`config.mk`:
```
export PLATFORM = sky130hd
export DESIGN_NAME = conv_addr_gen
export DESIGN_NICKNAME = d
export VERILOG_FILES = /design/src/rtl/conv_addr_pkg.sv /design/src/rtl/kernel_tap_decode.sv /design/src/rtl/conv_addr_gen.sv
export SDC_FILE = /design/constraint.sdc
export NUM_CORES = 1
export LEC_CHECK = 0
export BUFFER_PORTS_ARGS = -buffer_cell sky130_fd_sc_hd__buf_4
export CELL_PAD_IN_SITES_DETAIL_PLACEMENT = 1
export CELL_PAD_IN_SITES_GLOBAL_PLACEMENT = 1
export CORE_MARGIN = 2
export CORE_UTILIZATION = 49
export DETAILED_ROUTE_END_ITERATION = 6
export GPL_TIMING_DRIVEN = 0
export PLACE_DENSITY_LB_ADDON = 0.3
export SYNTH_ARGS = -nofsm -noshare
export SYNTH_HDL_FRONTEND = slang
export SYNTH_HIERARCHICAL = 1
export SYNTH_SLANG_ARGS = --single-unit
```
`constraint.sdc`:
```
create_clock -name clk_i -period 11.2 [get_ports clk_i]
set_clock_uncertainty 0.15 [all_clocks]
set_input_delay 1.68 -clock clk_i [delete_from_list [all_inputs] [get_ports clk_i]]
set_output_delay 1.68 -clock clk_i [all_outputs]
set_load 0.02 [all_outputs]
```
`src/rtl/conv_addr_pkg.sv`:
```
// Shared constants and FSM state type for the 3x3 convolution address generator.
package conv_addr_pkg;
    localparam int IMG_W    = 64;
    localparam int IMG_H    = 64;
    localparam int AW       = 13;
    localparam int NUM_PASS = 3;
    localparam int KTAPS    = 9;
    localparam logic signed [AW-1:0] PAD_ADDR = '1;

    typedef enum logic [1:0] {
        IDLE = 2'd0,
        RUN  = 2'd1,
        DONE = 2'd2
    } state_t;
endpackage

```
`src/rtl/kernel_tap_decode.sv`:
```
// Maps (tap, row, col) to a neighbour address for a 3x3 window.
// CONV_ADDR_CLAMP_EN: clamp out-of-image neighbours to the edge instead of emitting PAD_ADDR.
module kernel_tap_decode
    import conv_addr_pkg::*;
#(
    parameter int IMG_W = conv_addr_pkg::IMG_W,
    parameter int IMG_H = conv_addr_pkg::IMG_H,
    parameter int AW    = conv_addr_pkg::AW,
    parameter int RW    = $clog2(IMG_H),
    parameter int CW    = $clog2(IMG_W)
) (
    input  logic [3:0]           tap_i,
    input  logic [RW-1:0]        row_i,
    input  logic [CW-1:0]        col_i,
    output logic                 in_bounds_o,
    output logic signed [AW-1:0] addr_o
);
    localparam logic signed [AW:0] ONE = (AW+1)'(1);
    localparam logic signed [AW:0] W_S = (AW+1)'(IMG_W);
    localparam logic signed [AW:0] H_S = (AW+1)'(IMG_H);

    logic signed [AW:0]   dr, dc, nr, nc, nr_c, nc_c;
    logic signed [AW-1:0] lin;

    always_comb begin
        dr = '0;
        dc = '0;
        case (tap_i)
            4'd0, 4'd1, 4'd2: dr = '1;
            4'd6, 4'd7, 4'd8: dr = ONE;
            default:          dr = '0;
        endcase
        case (tap_i)
            4'd0, 4'd3, 4'd6: dc = '1;
            4'd2, 4'd5, 4'd8: dc = ONE;
            default:          dc = '0;
        endcase

        nr = $signed((AW+1)'(row_i)) + dr;
        nc = $signed((AW+1)'(col_i)) + dc;
        in_bounds_o = !nr[AW] && (nr < H_S) && !nc[AW] && (nc < W_S);

`ifdef CONV_ADDR_CLAMP_EN
        nr_c = nr[AW] ? '0 : ((nr >= H_S) ? H_S - ONE : nr);
        nc_c = nc[AW] ? '0 : ((nc >= W_S) ? W_S - ONE : nc);
        lin  = AW'(nr_c * W_S + nc_c);
        addr_o = lin;
`else
        nr_c = nr;
        nc_c = nc;
        lin  = AW'(nr_c * W_S + nc_c);
        addr_o = in_bounds_o ? lin : AW'(PAD_ADDR);
`endif
    end
endmodule

```
`src/rtl/conv_addr_gen.sv`:
```
// Raster-scan 3x3 neighbour address generator with valid/ready output and multi-pass count.
// CONV_ADDR_CLAMP_EN selects edge clamping in the tap decoder instead of -1 padding.
module conv_addr_gen
    import conv_addr_pkg::*;
#(
    parameter int IMG_W    = conv_addr_pkg::IMG_W,
    parameter int IMG_H    = conv_addr_pkg::IMG_H,
    parameter int AW       = conv_addr_pkg::AW,
    parameter int NUM_PASS = conv_addr_pkg::NUM_PASS
) (
    input  logic                 clk_i,
    input  logic                 reset_i,
    input  logic                 start_i,
    input  logic                 out_ready_i,
    output logic                 out_valid_o,
    output logic signed [AW-1:0] addr_o,
    output logic [1:0]           cnt_o,
    output logic [3:0]           kidx_o,
    output logic                 last_tap_o,
    output logic                 busy_o,
    output logic                 done_o
);
    // state | meaning
    // IDLE  | waiting for start, outputs quiet
    // RUN   | presenting one tap per accepted transfer
    // DONE  | one-cycle completion pulse
    localparam int RW = $clog2(IMG_H);
    localparam int CW = $clog2(IMG_W);
    localparam logic [3:0]    TAP_LAST  = 4'(KTAPS - 1);
    localparam logic [CW-1:0] COL_LAST  = CW'(IMG_W - 1);
    localparam logic [RW-1:0] ROW_LAST  = RW'(IMG_H - 1);
    localparam logic [1:0]    PASS_LAST = 2'(NUM_PASS - 1);

    state_t        state_q, state_d;
    logic [3:0]    tap_q, tap_d;
    logic [CW-1:0] col_q, col_d;
    logic [RW-1:0] row_q, row_d;
    logic [1:0]    pass_q, pass_d;

    logic                 run, end_tap, end_col, end_row, end_pass;
    logic                 dec_in_bounds;
    logic signed [AW-1:0] dec_addr;

    kernel_tap_decode #(
        .IMG_W (IMG_W),
        .IMG_H (IMG_H),
        .AW    (AW),
        .RW    (RW),
        .CW    (CW)
    ) u_dec (
        .tap_i       (tap_q),
        .row_i       (row_q),
        .col_i       (col_q),
        .in_bounds_o (dec_in_bounds),
        .addr_o      (dec_addr)
    );

    always_ff @(posedge clk_i or posedge reset_i) begin
        if (reset_i) begin
            state_q <= IDLE;
            tap_q   <= '0;
            col_q   <= '0;
            row_q   <= '0;
            pass_q  <= '0;
        end else begin
            state_q <= state_d;
            tap_q   <= tap_d;
            col_q   <= col_d;
            row_q   <= row_d;
            pass_q  <= pass_d;
        end
    end

    assign run      = (state_q == RUN);
    assign end_tap  = (tap_q == TAP_LAST);
    assign end_col  = (col_q == COL_LAST);
    assign end_row  = (row_q == ROW_LAST);
    assign end_pass = (pass_q == PASS_LAST);

    always_comb begin
        state_d = state_q;
        tap_d   = tap_q;
        col_d   = col_q;
        row_d   = row_q;
        pass_d  = pass_q;
        case (state_q)
            IDLE: begin
                if (start_i) begin
                    state_d = RUN;
                    tap_d   = '0;
                    col_d   = '0;
                    row_d   = '0;
                    pass_d  = '0;
                end
            end
            RUN: begin
                if (out_ready_i) begin
                    tap_d = tap_q + 4'd1;
                    if (end_tap) begin
                        tap_d = '0;
                        col_d = col_q + CW'(1);
                        if (end_col) begin
                            col_d = '0;
                            row_d = row_q + RW'(1);
                            if (end_row) begin
                                row_d  = '0;
                                pass_d = pass_q + 2'd1;
                                if (end_pass) begin
                                    pass_d  = '0;
                                    state_d = DONE;
                                end
                            end
                        end
                    end
                end
            end
            DONE:    state_d = IDLE;
            default: state_d = IDLE;
        endcase
    end

    // Outputs are forced to zero outside RUN so reset and idle never show a pad address.
    assign out_valid_o = run;
    assign busy_o      = run;
    assign done_o      = (state_q == DONE);
    assign addr_o      = run ? dec_addr : '0;
    assign cnt_o       = run ? pass_q : 2'd0;
    assign kidx_o      = run ? tap_q : 4'd0;
    assign last_tap_o  = run && end_tap && end_col && end_row && end_pass;

    always_comb begin
        if (run && !dec_in_bounds) begin
`ifdef CONV_ADDR_CLAMP_EN
            assert (!dec_addr[AW-1]);
`else
            assert (dec_addr == AW'(PAD_ADDR));
`endif
        end
    end
endmodule

```
* Word-level counts from Yosys, hierarchy flattened *
Cells that the tools add are included.

operators by class
  add/sub/neg operators = 7
  $lt $le $gt $ge = 2
  eq/ne operators = 18
  multiplexer cells = 34
  reductions and logical operators = 21

operators by type and width
  cell                 count
  $pmux 14 s2          2
  $mux 6               8
  $add 7x14->14        2
  $lt 14x8->1 const B  2
  $mux 13              2
  $mux 2               13
  $pmux 6 s2           2
  $mux 4               4
  $add 13x13->13       1
  $add 6x1->6 const B  2
  $eq 4x3->1 const B   3
  $eq 6x6->1 const B   2
  $reduce_and 6->1     2
  $reduce_or 3->1      4
  $eq 4x2->1 const B   2
  $ne 2x1->1 const B   4
  $pmux 2 s2           2
  $pmux 4 s2           1
  $logic_and 1x1->1    7
  $reduce_and 5->1     1
  $add 4x1->4 const B  1
  $eq 2x2->1 const B   2
  $eq 4x1->1 const B   1
  $eq 4x4->1 const B   1
  9 further kinds      11

storage, ports and cells
  register bits = 20
  input port bits = 4
  output and inout port bits = 23
  logic and storage cells = 87

* Depth between registers and ports, before layout *
  word-level depth = 10
  gate-level depth with buffers = 17
  mapped depth without buffers = 17

* Hierarchy *
Netlist, hierarchy kept.

modules (own cells, without submodules)
  module             instances  cells an instance  area each (um^2)  seq. area each (um^2)
  conv_addr_gen      1          146                1263.7            500.5
  kernel_tap_decode  1          130                1112.3            0.0

* Least setup slack after synthesis *
No wires, ideal clock.

  path type = flip-flop to output port
  start = reg tap_q[2]
  end = out addr_o[12]
  arrival time = 4.062 ns
  required time = 9.370 ns
  path slack = 5.308 ns
  stages on the path, launching flop included = 17
  path buffers = 0
  path through = dfrtp_1 -> and2b_4 -> mux2i_2 -> nor2_1 -> ha_1 -> a21o_1 -> a221oi_1 -> o21ai_1 -> and2_2 -> ha_1 -> fa_1 -> a211oi_1 -> o21bai_1 -> a21oi_1 -> xor2_1 -> nand3_2 -> and2_1

between the ends
  longest elaborated chain between the ends = 10
  elaborated cells on any way between the ends = 26
  classes of those cells = add/sub (3); order compare (2); eq/ne (7); mux (4); reduce/logical (10)

ends and longest elaborated chain
  what                                                   line                                              RTL
  from (decl)                                            conv_addr_gen.sv:35                               logic [3:0] tap_q, tap_d;
  from (signal assigned)                                 conv_addr_gen.sv:67                               tap_q <= tap_d;
  $eq 4x4->1 (tied with other cells)                     kernel_tap_decode.sv:28, kernel_tap_decode.sv:33
  $reduce_or 3->1                                        kernel_tap_decode.sv:28                           case (tap_i)
  $pmux 14 s2                                            kernel_tap_decode.sv:28
  $add 7x14->14                                          kernel_tap_decode.sv:39                           nr = $signed((AW+1)'(row_i)) + dr;
  $lt 14x8->1 / $logic_not 1->1 (equally long branches)  kernel_tap_decode.sv:41                           in_bounds_o = !nr[AW] && (nr < H_S) && !nc[AW] && (nc < W_S);
  $logic_and 1x1->1 (3 in series)                        kernel_tap_decode.sv:41
  $mux 13 (*)                                            kernel_tap_decode.sv:52                           addr_o = in_bounds_o ? lin : AW'(PAD_ADDR);
  via dec_addr[12]                                       conv_addr_gen.sv:42                               logic signed [AW-1:0] dec_addr;
  $mux 13 (*)                                            conv_addr_gen.sv:126                              assign addr_o = run ? dec_addr : '0;
  to (decl)                                              conv_addr_gen.sv:16                               output logic signed [AW-1:0] addr_o,

The timed path passes the listed nets; every way through them passes the cells marked *.

* Worst setup path in the final report *
Same ends and word-level chain as after synthesis.

==> reports/results.tsv <==
stage	metric	value	unit
sta	setup_viol_count_final	0	
clock_network	numCtsBuffers	3	
hold_path	holdPathStages	2	
sta	worstMarginPinSlew	799	ps
route	routedWlPerCell	17.2	um
global_route	grt_pass1_wl	10400	um
final_layout	fin_cells	359	
run	cap_viol_max_count	0	
worst_setup_path	ff2ff_path_depth	7	
final_layout	diodes	0	
route	drt_wl_total	6180	um
worst_setup_path	rrSetupSlack	8680	ps
global_route	overflow	0	
floorplan	placementRows	25	
hold_path	whs_endpoint	pass_q[1]	
sta	min_period	6800	ps
sta	period_share	60.7	%
route	vias	2212	
sta	slew_viol_final	0	
clock_network	clk_pin_slew_worst_paths	80	ps
sta	hold_viol	0	
hold_path	min_path_type	reg2reg	
clock_network	clk_path_buf_depth	2	
final_layout	flow.area_growth_from_synthesis	13.4	%
worst_setup_path	worstPathRequired	9370	ps
floorplan	fp.dieH	73.5	um
floorplan	initial_core_util	50.5	%
route	via_per_inst	6.16	
clock_network	cts-root-buf	clkbuf_8	
synthesis	syn_area	0.00237	mm2
route	remaining_drc_errors	0	
final_layout	fill_cells	575	
clock_network	cts_resized	0	
worst_setup_path	r2r-start	tap_q[0]	
final_layout	final_common_cell	buf_4	
sta	rsz0062_at_grt	false	
route	drt_iter0_markers	64	
sta	setup_tns	0	ps
placement	port_buffers	26	
global_route	grt_max_degree	21	
placement	dp_hpwl	4810	um
worst_setup_path	end_kind	output pin	
worst_setup_path	worstPathArrival	4970	ps
clock_network	cts.sinks	20	
route	dr.pass1.iters	4	
worst_setup_path	cp_max_fo	10	
synthesis	syn_nets	308	
synthesis	netlist_instances	275	
clock_network	hold_buffers	0	
sta	slew_headroom	45.3	%
hold_path	hold_start	pass_q[1]	
worst_setup_path	timing.rr.end	row_q[1]	
synthesis	syn_area_per_cell	8.62	um2
clock_network	worstSkewPairLatency	270	ps
clock_network	cts_tree	done	
placement	placed_cells	355	
placement	gp_congestion	0.789	
synthesis	synth_warnings	6	
sta	fmax	147	MHz
final_layout	nNetsFinal	339	
final_layout	drive_above_1_share	17.7	%
floorplan	coreArea	0.00469	mm2
floorplan	die_x	73.5	um
final_layout	most-common-layout-cells	buf_4, ha_1, dfrtp_1	
status	status	finished clean	
global_route	grt_usage	24.8	%
worst_setup_path	cp-start-kind	register	
global_route	grt_pass1_vias	2254	
clock_network	post_cts_buffers	0	
route	postRouteAntennaNets	0	
global_route	antenna_found_initial	0	
floorplan	boundaryPins	27	
clock_network	cts_max_level	1	
sta	whs	432	ps
floorplan	die_area	0.00541	mm2
worst_setup_path	critical_path_class	reg2out	
-- stage by stage --
step	area [um2]	utilization, %	setup slack, ps
6_report	2690	57.3	4400
4_1_cts	2690	57.3	4390
5_1_grt	2690	57.3	4110
2_1_floorplan	2370	-	5310
3_5_place_dp	2630	56.1	4700
3_3_place_gp	2630	56.1	4790
-- flip-flops by register name (all words and copies together), names as in the netlist --
register  count
tap_q         4
pass_q        2
state_q       2
col_q         6
row_q         6
-- routing by layer --
metal | vias to the layer above | wire length, um | global-route usage (%)
met5 | - | 0 | 0
met4 | 0 | 211 | 11.7
met3 | 21 | 177 | 1.92
met2 | 47 | 3090 | 44.9
met1 | 1070 | 2700 | 29.3
li1 | 1074 | - | -
-- worst max path at each step --
stage          cells after the start  slack (ps)          to      from
6_report                          17        4400  addr_o[12]  tap_q[2]
5_1_grt                           17        4110  addr_o[12]  tap_q[2]
4_1_cts                           17        4390  addr_o[12]  tap_q[2]
3_5_place_dp                      17        4700  addr_o[12]  tap_q[2]
3_3_place_gp                      17        4790  addr_o[12]  tap_q[2]
2_1_floorplan                     16        5310  addr_o[12]  tap_q[2]
-- cell type report --
type | count | area (um2) | area share, %
timing repair buffer | 26 | 195 | 7.26
buffer | 10 | 51.3 | 1.91
multi-input combinational | 234 | 1780 | 66.1
sequential | 20 | 500 | 18.6
inverter | 11 | 41.3 | 1.54
clock buffer | 4 | 55.1 | 2.05
tap | 54 | 67.6 | 2.51
-- worst max-delay path, cell delays in order, from the launching register on --
cell	delay [ps]
dfrtp_1	510
and2b_4	330
mux2i_2	100
nor2_1	630
ha_1	420
a21o_1	210
a221oi_1	370
o21ai_1	160
and2_2	220
ha_1	230
fa_1	440
a211oi_1	230
o21bai_1	100
a21oi_1	170
xor2_1	200
nand3_2	80
and2_1	140
buf_4	150
Power is left out: the tool's default activity adds up to more than one toggle a clock period on the data nets, which glitch-free logic cannot reach.
